### config.mk
export PLATFORM = sky130hd
export DESIGN_NAME = delay_timer_arbiter_flat
export DESIGN_NICKNAME = d
export VERILOG_FILES = /design/src/rtl/delay_timer_arbiter_pkg.sv /design/src/rtl/delay_timer_arbiter_if.sv /design/src/rtl/tick_prescaler.sv /design/src/rtl/delay_timer_arbiter.sv /design/src/flat_wrapper.sv
export SDC_FILE = /design/constraint.sdc
export NUM_CORES = 1
export LEC_CHECK = 0
export ABC_AREA = 0
export CAP_MARGIN = 20
export CORE_ASPECT_RATIO = 1.2
export CORE_UTILIZATION = 40
export DETAILED_ROUTE_END_ITERATION = 8
export SLEW_MARGIN = 20
export SYNTH_ARGS = -nofsm -noshare
export SYNTH_HDL_FRONTEND = slang
export SYNTH_SLANG_ARGS = --single-unit
export TNS_END_PERCENT = 100
### constraint.sdc
create_clock -name clk -period 2.2 [get_ports clk]
set_input_delay 0.55 -clock clk [delete_from_list [all_inputs] [get_ports clk]]
set_output_delay 0.55 -clock clk [all_outputs]
set_load 0.005 [all_outputs]
### src/rtl/delay_timer_arbiter_pkg.sv
// Shared definitions for the memory-game delay timer arbiter.
// Holds the FSM state encoding, the requester indices, the default tick
// divider, the prescaler counter width and a small pointer helper.
package delay_timer_arbiter_pkg;

  typedef enum logic [1:0] {
    ST_IDLE = 2'd0,
    ST_RUN  = 2'd1,
    ST_DONE = 2'd2
  } state_e;

  localparam int unsigned NUM_REQ          = 2;
  localparam int unsigned REQ_DISP         = 0;  // sequence-display LED on-time
  localparam int unsigned REQ_TMO          = 1;  // player-input timeout
  localparam int unsigned TICK_DIV_DEFAULT = 100;
  localparam int unsigned PRESC_W          = 7;

  // Round-robin pointer after serving requester w: prefer the other one.
  function automatic logic other_req(input logic w);
    return ~w;
  endfunction

endpackage

### src/rtl/delay_timer_arbiter_if.sv
// Request/grant bus between the game FSM (master) and the delay timer
// arbiter (slave).
//   req   : per-requester request level, held until done is seen
//   dur0  : requester 0 duration in ticks
//   dur1  : requester 1 duration in ticks
//   gnt   : one-hot grant
//   done  : per-requester completion level
//   busy  : arbiter not idle
//   tick  : one-cycle prescaler pulse
interface delay_timer_arbiter_if #(
  parameter int unsigned DUR_W = 8
);

  logic [1:0]       req;
  logic [DUR_W-1:0] dur0;
  logic [DUR_W-1:0] dur1;
  logic [1:0]       gnt;
  logic [1:0]       done;
  logic             busy;
  logic             tick;

  modport master (
    output req, dur0, dur1,
    input  gnt, done, busy, tick
  );

  modport slave (
    input  req, dur0, dur1,
    output gnt, done, busy, tick
  );

endinterface

### src/rtl/tick_prescaler.sv
// Interval prescaler: emits a registered one-cycle tick every TICK_DIV
// enabled cycles. clr has priority over en and restarts the interval.
// Ports:
//   clk  : system clock
//   rst  : asynchronous active-low reset
//   en   : count enable
//   clr  : synchronous clear of count and tick
//   tick : one-cycle pulse
module tick_prescaler
  import delay_timer_arbiter_pkg::*;
#(
  parameter int unsigned TICK_DIV = TICK_DIV_DEFAULT
) (
  input  logic clk,
  input  logic rst,
  input  logic en,
  input  logic clr,
  output logic tick
);

  localparam int unsigned CNT_W = PRESC_W;
  localparam logic [CNT_W-1:0] CNT_LAST = CNT_W'(TICK_DIV - 1);

  logic [CNT_W-1:0] cnt;

  // Count 0..TICK_DIV-1; the tick flop rises on the edge that wraps the count.
  always_ff @(posedge clk or negedge rst) begin
    if (!rst) begin
      cnt  <= '0;
      tick <= 1'b0;
    end else if (clr) begin
      cnt  <= '0;
      tick <= 1'b0;
    end else if (en) begin
      if (cnt == CNT_LAST) begin
        cnt  <= '0;
        tick <= 1'b1;
      end else begin
        cnt  <= cnt + CNT_W'(1);
        tick <= 1'b0;
      end
    end else begin
      tick <= 1'b0;
    end
  end

endmodule

### src/rtl/delay_timer_arbiter.sv
// Shares one prescaled interval timer between the sequence-display
// requester (0) and the player-input timeout requester (1). Round-robin
// arbitration, duration latch, tick countdown and done handshake.
// Ports:
//   clk : system clock
//   rst : asynchronous active-low reset
//   bus : slave side of delay_timer_arbiter_if (req/dur0/dur1 in,
//         gnt/done/busy/tick out)
module delay_timer_arbiter
  import delay_timer_arbiter_pkg::*;
#(
  parameter int unsigned TICK_DIV = TICK_DIV_DEFAULT,
  parameter int unsigned DUR_W    = 8
) (
  input  logic                  clk,
  input  logic                  rst,
  delay_timer_arbiter_if.slave  bus
);

  state_e               state;
  state_e               state_nxt;
  logic [DUR_W-1:0]     remaining;
  logic [DUR_W-1:0]     remaining_nxt;
  logic                 ptr;
  logic                 ptr_nxt;
  logic                 win;
  logic                 win_nxt;
  logic [NUM_REQ-1:0]   gnt_q;
  logic [NUM_REQ-1:0]   gnt_nxt;
  logic [NUM_REQ-1:0]   done_q;
  logic [NUM_REQ-1:0]   done_nxt;
  logic                 busy_q;
  logic                 win_sel;
  logic [DUR_W-1:0]     dur_sel;
  logic                 presc_clr;
  logic                 presc_en;
  logic                 tick;

  assign presc_en = (state == ST_RUN);

  tick_prescaler #(
    .TICK_DIV (TICK_DIV)
  ) u_prescaler (
    .clk  (clk),
    .rst  (rst),
    .en   (presc_en),
    .clr  (presc_clr),
    .tick (tick)
  );

  // Next-state, arbitration and countdown.
  always_comb begin
    state_nxt     = state;
    remaining_nxt = remaining;
    ptr_nxt       = ptr;
    win_nxt       = win;
    gnt_nxt       = gnt_q;
    done_nxt      = done_q;
    presc_clr     = 1'b0;
    win_sel       = ptr;
    dur_sel       = bus.dur0;

    // Both requesting: the pointer decides; otherwise the single requester.
    if (bus.req == 2'b11) begin
      win_sel = ptr;
    end else begin
      win_sel = bus.req[REQ_TMO];
    end
    dur_sel = (win_sel == 1'(REQ_TMO)) ? bus.dur1 : bus.dur0;

    unique case (state)
      ST_IDLE: begin
        if (|bus.req) begin
          win_nxt          = win_sel;
          gnt_nxt          = '0;
          gnt_nxt[win_sel] = 1'b1;
          remaining_nxt    = dur_sel;
          presc_clr        = 1'b1;
          state_nxt        = (dur_sel == '0) ? ST_DONE : ST_RUN;
        end
      end

      ST_RUN: begin
        // A dropped request aborts, even on the edge of the final tick.
        if (!bus.req[win]) begin
          gnt_nxt   = '0;
          done_nxt  = '0;
          ptr_nxt   = other_req(win);
          state_nxt = ST_IDLE;
        end else if (tick && (remaining != '0)) begin
          remaining_nxt = remaining - DUR_W'(1);
          if (remaining == DUR_W'(1)) begin
            done_nxt[win] = 1'b1;
            state_nxt     = ST_DONE;
          end
        end
      end

      ST_DONE: begin
        if (!bus.req[win]) begin
          gnt_nxt   = '0;
          done_nxt  = '0;
          ptr_nxt   = other_req(win);
          state_nxt = ST_IDLE;
        end else begin
          // Zero-length jobs reach DONE one edge before done rises.
          done_nxt[win] = 1'b1;
        end
      end

      default: begin
        gnt_nxt   = '0;
        done_nxt  = '0;
        state_nxt = ST_IDLE;
      end
    endcase
  end

  // State and registered outputs.
  always_ff @(posedge clk or negedge rst) begin
    if (!rst) begin
      state     <= ST_IDLE;
      remaining <= '0;
      ptr       <= 1'b0;
      win       <= 1'b0;
      gnt_q     <= '0;
      done_q    <= '0;
      busy_q    <= 1'b0;
    end else begin
      state     <= state_nxt;
      remaining <= remaining_nxt;
      ptr       <= ptr_nxt;
      win       <= win_nxt;
      gnt_q     <= gnt_nxt;
      done_q    <= done_nxt;
      busy_q    <= (state_nxt != ST_IDLE);
    end
  end

  assign bus.gnt  = gnt_q;
  assign bus.done = done_q;
  assign bus.busy = busy_q;
  assign bus.tick = tick;

endmodule

### src/flat_wrapper.sv
// flat-port wrapper written by rule: the top's interface ports become plain ports
module delay_timer_arbiter_flat import delay_timer_arbiter_pkg::*;
#(
  parameter int unsigned TICK_DIV = TICK_DIV_DEFAULT,
  parameter int unsigned DUR_W    = 8
)
  (clk, rst, bus_req, bus_dur0, bus_dur1, bus_gnt, bus_done, bus_busy, bus_tick);
  delay_timer_arbiter_if #(.DUR_W(DUR_W)) bus_i ();
  input  logic clk;
  input  logic rst;
  input wire logic [$bits(bus_i.req)-1:0] bus_req;
  input wire logic [$bits(bus_i.dur0)-1:0] bus_dur0;
  input wire logic [$bits(bus_i.dur1)-1:0] bus_dur1;
  output wire logic [$bits(bus_i.gnt)-1:0] bus_gnt;
  output wire logic [$bits(bus_i.done)-1:0] bus_done;
  output wire logic [$bits(bus_i.busy)-1:0] bus_busy;
  output wire logic [$bits(bus_i.tick)-1:0] bus_tick;
  assign bus_i.req = bus_req;
  assign bus_i.dur0 = bus_dur0;
  assign bus_i.dur1 = bus_dur1;
  assign bus_gnt = bus_i.gnt;
  assign bus_done = bus_i.done;
  assign bus_busy = bus_i.busy;
  assign bus_tick = bus_i.tick;
  delay_timer_arbiter #(.TICK_DIV(TICK_DIV), .DUR_W(DUR_W)) u_core (.clk(clk), .rst(rst), .bus(bus_i));
endmodule
-- After elaboration in Yosys (flattened, before gate mapping)
Cells that the tools add are included.
- $add $sub $neg: 2
- $lt $le $gt $ge: 4
- equal/unequal tests: 11
- multiplexer cells: 35
- bitwise logic cells: 4
- reduce and logical (&&, ||, !) cells: 16
- operators by type and width (operator ; number):
    $mux W8 ; 4
    $mux W2 ; 12
    $mux W7 ; 3
    $pmux W8 S2 ; 1
    $pmux W2 S3 ; 2
    $mux W1 ; 10
    $eq A8 B1 Y1 const B ; 1
    $logic_not A8 Y1 ; 1
    $reduce_bool A8 Y1 ; 1
    $sub A8 B1 Y8 const B ; 1
    $add A7 B1 Y7 const B ; 1
    $eq A7 B7 Y1 const B ; 1
    $ne A2 B2 Y1 const B ; 3
    $ne A3 B3 Y1 const B ; 2
    $reduce_and A2 Y1 ; 3
    $reduce_bool A2 Y1 ; 3
    $eq A2 B2 Y1 const B ; 2
    $lt A1 B2 Y1 const B ; 2
    $pmux W2 S2 ; 1
    $reduce_and A4 Y1 ; 1
    $reduce_or A2 Y1 ; 2
    $logic_and A1 B1 Y1 ; 3
    $not A1 Y1 ; 3
    $reduce_and A3 Y1 ; 1
    6 further kinds ; 8
- flip-flop bits (word level): 25
- input port bits: 20
- output and inout bits: 6
- word-level logic and storage cells: 81

-- Logic depth before layout (Yosys ltp)
Gate-level depths: netlist (run 1).
- word-level depth: 9
- gate-level depth with buffers: 9
- gate-level depth less buffers: 6

-- Hierarchy
A second synthesis (run 1) with hierarchy kept.
- cells, all modules: 182
- area total of the unflattened synthesis: 1654.1 µm²
- by module, submodules not included (module ; instances ; cells each ; area an instance (µm²) ; sequential area each (µm²)):
    delay_timer_arbiter ; 1 ; 138 ; 1223.7 ; 425.4
    tick_prescaler ; 1 ; 44 ; 430.4 ; 200.2

-- Least setup slack after synthesis (run 1)
Ideal clock, no wire load.
- path kind: register -> register
- from: reg u_core.remaining[5]
- to: reg u_core.remaining[1]
- setup time: 0.131 ns
- arrival: 1.809 ns
- data required time: 2.069 ns
- setup slack: 0.260 ns
- cell stages (with the launch flop): 7
- path buffers: 2
- period minus slack after synthesis: 1.940 ns
- path through: dfrtp_1 -> or4_4 -> o311a_1 -> buf_6 -> or2_0 -> buf_2 -> mux2i_1
- word-level cells in the longest chain between the ends: 4
- ends and longest elaborated chain (what ; RTL line ; source):
    start, declared ; delay_timer_arbiter.sv:22 ; logic [DUR_W-1:0] remaining;
    start signal, assigned ; delay_timer_arbiter.sv:131 ; remaining <= remaining_nxt;
    $reduce_bool A8 Y1 ; delay_timer_arbiter.sv:90 ; end else if (tick && (remaining != '0)) begin
    $logic_and A1 B1 Y1 ; delay_timer_arbiter.sv:90 ;
    $ne A2 B2 Y1 (no source line) ; -- ;
    $reduce_and A4 Y1 (no source line) ; -- ;
Every way passes these cells.
A chain may end at the register's enable or synchronous reset.

-- Final worst setup path (run 1)
- from: in bus_req[0]
- to: reg u_core.remaining[1]
- word-level cells in the longest chain between the ends: 5
- elaborated cells between the ends (all ways): 11
- classes of those cells: 3 x eq/ne; 6 x mux; 2 x reduce/logical
- ends and longest elaborated chain (what ; RTL line ; source):
    start, declared ; flat_wrapper.sv:11 ; input wire logic [$bits(bus_i.req)-1:0] bus_req;
    $eq A2 B2 Y1 ; delay_timer_arbiter.sv:64 ; if (bus.req == 2'b11) begin
    $mux W1 ; delay_timer_arbiter.sv:64 ;
    $mux W8 ; delay_timer_arbiter.sv:69 ; dur_sel = (win_sel == 1'(REQ_TMO)) ? bus.dur1 : bus.dur0;
    $mux W8 ; delay_timer_arbiter.sv:73 ; if (|bus.req) begin
    $pmux W8 S2 ; delay_timer_arbiter.sv:71 ; unique case (state)
Several ways; a longest one is shown, not always the timed one. The select of a mux whose other input is x is not followed.

==> impl_metrics.csv, run 1 <==
group,metric,value,unit
cells_and_area,drive_gt1_share,11.1,%
global_routing,grt_pass1_wl,7.21,mm
drt,routed_wirelength,4.41,mm
synth,synth_cell_type_count,47,
global_routing,grt_overflow,0,
run_status,outcome,"completed",
sta,worstMarginPinSlew,0.528,ns
flow_run,max-cap-violations,0,
drt,ant_nets,0,
sta,hold_violations,0,
sta,hold_ws,0.550,ns
synth,yosysTopAreaCellShare,36.9,%
clocking,cts_setup_buffers,0,
synth,synth_area_leaders,"dfrtp_1, ha_1, nor2_1",
sta,skew,0.0117,ns
floorplanning,start_util,42.3,%
synth,synth_top_area_cell,"dfrtp_1",
pwr,peakVddDrop,0.454,mV
clocking,hold_buffers,0,
drt,routedWlPerCell,15.8,µm
floorplanning,die_area,0.00450,mm²
floorplanning,io_pins,26,
drt,avgViaCountPerCell,5.85,
clocking,cts_made_buffers,3,
clocking,clock_tree.buffer_depth,2,
sta,slew_violations,0,
place,io_buffers,25,
clocking,cts_tree,"built",
drt,drc,0,
drt,vias,1631,
synth,syn-num-nets,219,
cells_and_area,area_delta_synth_final,25.3,%
pwr,power.internal,1.28,mW
clocking,clk_latency,0.27,ns
cells_and_area,fillers,403,
critical_path,end_kind,"register",
sta,slew-limit-headroom,64.3,%
synth,netlist_instances,191,
critical_path,required,2.39,ns
sta,period_share,93.0,%
cells_and_area,num-nets-final,254,
clocking,cts_root_buf,"clkbuf_8",
global_routing,antenna_found_initial,0,
synth,synth-edff-count,0,
floorplanning,die_w,61.4,µm
critical_path,critPathArrivalTime,2.24,ns
critical_path,cp_max_fo,10,
cells_and_area,final_cell_mix,"clkdlybuf4s50_1, dfrtp_1, nor2_1, buf_4, nand2_1",
floorplanning,core,0.00400,mm²
pwr,p_leak,0.905,nW
drt,drt-pass1-iter-count,4,
critical_path,crit_type,"input port to register",
sta,max_freq,489,MHz
clocking,path_clk_slew,0.09,ns
pwr,powerDensity,1030,mW/mm²
pwr,sequentialPowerShare,35.7,%
drt,drt_iter0_markers,106,
worst_hold_path,min_path_type,"register to register",
pwr,p_clk_share,12.7,%
synth,synth-async-reset-ratio,100,%
place,gp_congestion,0.835,
global_routing,grt_usage,21.3,%
clocking,clock-sinks,25,
sta,fin_crit,2.05,ns
synth,synth-seq-area-share,36.9,%
place,place_hpwl,3.35,mm
synth,synth_area,0.00169,mm²
synth,syn_area_per_cell,8.87,µm²
cells_and_area,num_antenna_cells,0,
sta,rsz0062_at_grt,"false",
synth,ys_ff_latch,25,
pwr,power_switching,0.900,mW
clocking,htree_levels,1,
pwr,p_comb_share,51.6,%
clocking,ctsResizeCount,0,
critical_path,cp-start-kind,"input port",
place,place_area,0.00208,mm²
pwr,swShare,41.3,%
floorplanning,row_count,25,
sta,finalSetupViolCount,0,
cells_and_area,fin_area,0.00212,mm²
global_routing,first_global_vias,1528,
synth,ys_warn_count,0,
global_routing,grt_max_degree,26,
floorplanning,die_y,73.3,µm
synth,synth_ff_type,"dfrtp_1",
## state kept, by name, summed over array words and instances (netlist names)
name / flops
u_core.remaining: 8
u_core.u_prescaler.cnt: 7
u_core.ptr: 1
u_core.bus.done: 2
u_core.win: 1
u_core.u_prescaler.tick: 1
u_core.bus.gnt: 2
u_core.state: 2
u_core.bus.busy: 1
## power groups by stage
| stage | clock (mW) | sequential [mW] | combinational, mW |
|---|---|---|---|
| 2_1_floorplan | 0 | 0.746 | 0.710 |
| 3_5_place_dp | 0 | 0.783 | 1.12 |
| 3_3_place_gp | 0 | 0.772 | 1.10 |
| 5_1_grt | 0.297 | 0.798 | 1.25 |
| 6_report | 0.276 | 0.778 | 1.12 |
| 4_1_cts | 0.283 | 0.774 | 1.13 |
## metal layers
| layer | routed length (µm) | global-route usage (%) | vias up |
|---|---|---|---|
| met5 | 0 | 0 | - |
| met4 | 84 | 7.41 | 0 |
| met3 | 226 | 2.46 | 10 |
| met2 | 2010 | 33.2 | 60 |
| met1 | 2090 | 30.2 | 772 |
| li1 | - | - | 789 |
## per-stage QoR
stage | util (%) | power, mW | worst slack (ns) | instances | setup TNS [ns]
6_report | 53.0 | 2.18 | 0.153 | 279 | 0
5_1_grt | 53.0 | 2.35 | 0.0171 | 279 | 0
4_1_cts | 53.0 | 2.18 | 0.155 | 279 | 0
3_5_place_dp | 51.9 | 1.90 | -0.123 | 275 | -0.321
3_3_place_gp | 51.9 | 1.88 | -0.0332 | 275 | -0.0551
2_1_floorplan | - | 1.46 | 0.260 | 191 | 0
## synthesized netlist by cell type (all sizes together), types with 2 or more instances
master and n:
clkbuf 6, inv 8, nand3 4, and3 9, buf 4, nand2 12
o311a 2, o21ai 10, and2 4, a311oi 3, o211ai 2, a211oi 5
a21oi 9, mux2 2, nor3 3, mux2i 4, nand4 5, a2bb2oi 2
and4 2, a21boi 4, nor2 18, or4 2, o31ai 6, and3b 2
nor2b 2, o32ai 3, nor4 2, ha 8, xor2 2, nand2b 4
a31oi 5, a22o 3, dfrtp 25
## critical path, cell delays in order
cell and delay, ns:
clkdlybuf4s50_1 0.59, mux2_2 0.21, o311a_1 0.33, or2_0 0.31
mux2i_1 0.23
## cells by family (layout without fill, tap and decap cells)
kind of cell               count (synthesis)  after routing  synth area share (%)
DFF                                       25             25                  36.9
buffers and inverters                     18             52                  4.50
AOI/OAI and AO/OA                         60             60                  25.0
and+or+nand+nor                           72             72                  23.0
muxes                                      6              6                  3.69
xor gates and xnor gates                   2              2                  1.03
adders and majority gates                  8              8                  5.91
## final cells by class
class	count	area (µm²)	area share (%)
inverters	8	30.0	1.41
well taps	54	67.6	3.18
repair buffers	40	363	17.1
multi-input cells	148	992	46.7
flip-flops and latches	25	626	29.5
clock buffers	4	45.0	2.12
## path summary, 6_finish.rpt
kind	cells past startpoint	endpoint	slack, ns	start
setup / recovery	5	u_core.remaining[1]	0.15	bus_req[0]
hold reg to reg	1	u_core.bus.gnt[1]	0.55	u_core.bus.gnt[1]
hold / removal	1	u_core.bus.gnt[1]	0.55	u_core.bus.gnt[1]
min in group asynchronous	2	u_core.state[0]	0.65	rst
setup reg to reg	4	u_core.remaining[1]	0.16	u_core.remaining[5]
max in group asynchronous	2	u_core.bus.busy	1.30	rst
Power figures use the tool's default switching activity.
==> inputs of run 2 (changes only) <==
- CORE_ASPECT_RATIO: 1.2 -> 1.5
==> run 2 against run 1 <==
Compared with the run above:
- count of clock-buffer cells in the layout unchanged
- non-clock buffer count decreased by 2
- register-to-register slack improved by 0.02 ns
- via count decreased by 1.3%
- global-route usage increased by 1.1 points
- clock power about the same
- flip-flop and latch count unchanged
- highest routed layer unchanged
==> impl_metrics.csv, run 2 (synthesis results as in run 1) <==
group,metric,value,unit
cells_and_area,largestRegisters,"u_core.remaining x8, u_core.u_prescaler.cnt x7",
clocking,hold_buffers,0,
pwr,peakVddDrop,0.696,mV
global_routing,first_global_vias,1566,
critical_path,crit_type,"register to register",
pwr,swShare,41.5,%
global_routing,antenna_found_initial,0,
cells_and_area,fillers,404,
place,place_hpwl,3.50,mm
clocking,htree_levels,1,
drt,avgViaCountPerCell,6.01,
global_routing,grt_pass1_wl,7.26,mm
drt,drt-pass1-iter-count,4,
floorplanning,core,0.00399,mm²
sta,skew,0.00902,ns
cells_and_area,area_delta_synth_final,23.8,%
floorplanning,die_y,81.7,µm
drt,ant_nets,0,
cells_and_area,fin_util,52.5,%
drt,vias,1610,
sta,hold_violations,0,
cells_and_area,top_register,"u_core.remaining",
global_routing,grt_overflow,0,
clocking,cts_root_buf,"clkbuf_8",
pwr,power,2.17,mW
sta,finalSetupViolCount,0,
worst_hold_path,min_path_type,"register to register",
place,dp_cells,264,
floorplanning,row_count,28,
clocking,cts_tree,"built",
clocking,path_clk_slew,0.09,ns
drt,routed_wirelength,4.53,mm
global_routing,grt_usage,22.4,%
cells_and_area,multi_input_area,992,µm²
clocking,cts_made_buffers,3,
cells_and_area,fin_area,0.00210,mm²
sta,slew-limit-headroom,62.3,%
floorplanning,die_area,0.00450,mm²
pwr,power_switching,0.902,mW
sta,slew_violations,0,
sta,max_freq,494,MHz
critical_path,cp_max_fo,10,
cells_and_area,num_antenna_cells,0,
critical_path,critPathArrivalTime,2.18,ns
drt,drc,0,
place,io_buffers,25,
drt,routedWlPerCell,16.9,µm
pwr,p_comb_share,51.4,%
clocking,clk_latency,0.27,ns
flow_run,max-cap-violations,0,
sta,setup_tns,0,ns
sta,worstMarginPinSlew,0.557,ns
critical_path,required,2.35,ns
floorplanning,die_w,55.1,µm
run_status,outcome,"completed",
cells_and_area,regArea,626,µm²
cells_and_area,largest_reg_flops,8,
global_routing,grt_max_degree,26,
clocking,ctsResizeCount,0,
place,gp_congestion,0.894,
pwr,sequentialPowerShare,35.9,%
pwr,powerDensity,1040,mW/mm²
critical_path,end_kind,"register",
drt,drt_iter0_markers,70,
sta,fin_crit,2.02,ns
cells_and_area,finalNonFillerCells,268,
sta,rsz0062_at_grt,"false",
pwr,p_leak,0.895,nW
place,place_area,0.00205,mm²
sta,period_share,92.0,%
pwr,power.internal,1.27,mW
cells_and_area,final_cell_mix,"clkdlybuf4s50_1, dfrtp_1, nor2_1, buf_4, nand2_1",
pwr,p_clk_share,12.7,%
cells_and_area,num-nets-final,252,
floorplanning,start_util,42.4,%
floorplanning,io_pins,26,
clocking,clock-sinks,25,
clocking,cts_setup_buffers,0,
cells_and_area,drive_gt1_share,10.3,%
clocking,clock_tree.buffer_depth,2,
critical_path,cp-start-kind,"register",
-- run 2: cell count changes in the layout (fill, tap and decap cells not counted), sizes merged --
cell	before	now
buf	15	13
-- run 2: final cells by class --
| cell class | count | area share (%) |
|---|---|---|
| timing repair buffer | 38 | 16.6 |
| inverter | 8 | 1.43 |
| multi-input combinational | 148 | 47.3 |
| clock buffer | 4 | 2.15 |
| tap | 45 | 2.68 |
| sequential | 25 | 29.8 |
-- run 2: worst paths after layout --
path,from,end,slack (ns),cells past startpoint
min reg2reg,u_core.bus.gnt[0],u_core.bus.gnt[0],0.54,1
min,u_core.bus.gnt[0],u_core.bus.gnt[0],0.54,1
max,u_core.remaining[5],u_core.remaining[0],0.18,4
min in group asynchronous,rst,u_core.remaining[0],0.64,2
max reg2reg,u_core.remaining[5],u_core.remaining[0],0.18,4
max in group asynchronous,rst,u_core.remaining[6],1.30,2
-- run 2: per-stage QoR --
stage	worst slack, ns	hold slack (ns)
CTS	0.184	0.548
finish	0.176	0.542
global placement	-0.0383	0.514
global route	0.0710	0.562
floorplan	0.260	0.254
detailed placement	-0.0273	0.527
-- run 2: critical path, cell delays in order, from the launching register on --
cell and delay [ns]:
dfrtp_1 0.42, or4_4 0.55, o311a_1 0.45, or2_0 0.34, mux2i_1 0.15
-- run 2: routing by layer --
layer / vias to the layer above / wire, µm / track usage [%]
met2: 46 / 2330 / 38.1
li1: 781 / - / -
met3: 15 / 118 / 2.41
met4: 0 / 115 / 10.3
met1: 768 / 1960 / 27.3
met5: - / 0 / 0
-- run 2: power by group through the flow --
stage / Combinational (mW) / Clock (mW) / Sequential, mW
floorplan: 0.710 / 0 / 0.746
global placement: 1.08 / 0 / 0.778
detailed placement: 1.12 / 0 / 0.786
CTS: 1.12 / 0.290 / 0.776
global route: 1.25 / 0.311 / 0.806
finish: 1.12 / 0.276 / 0.779
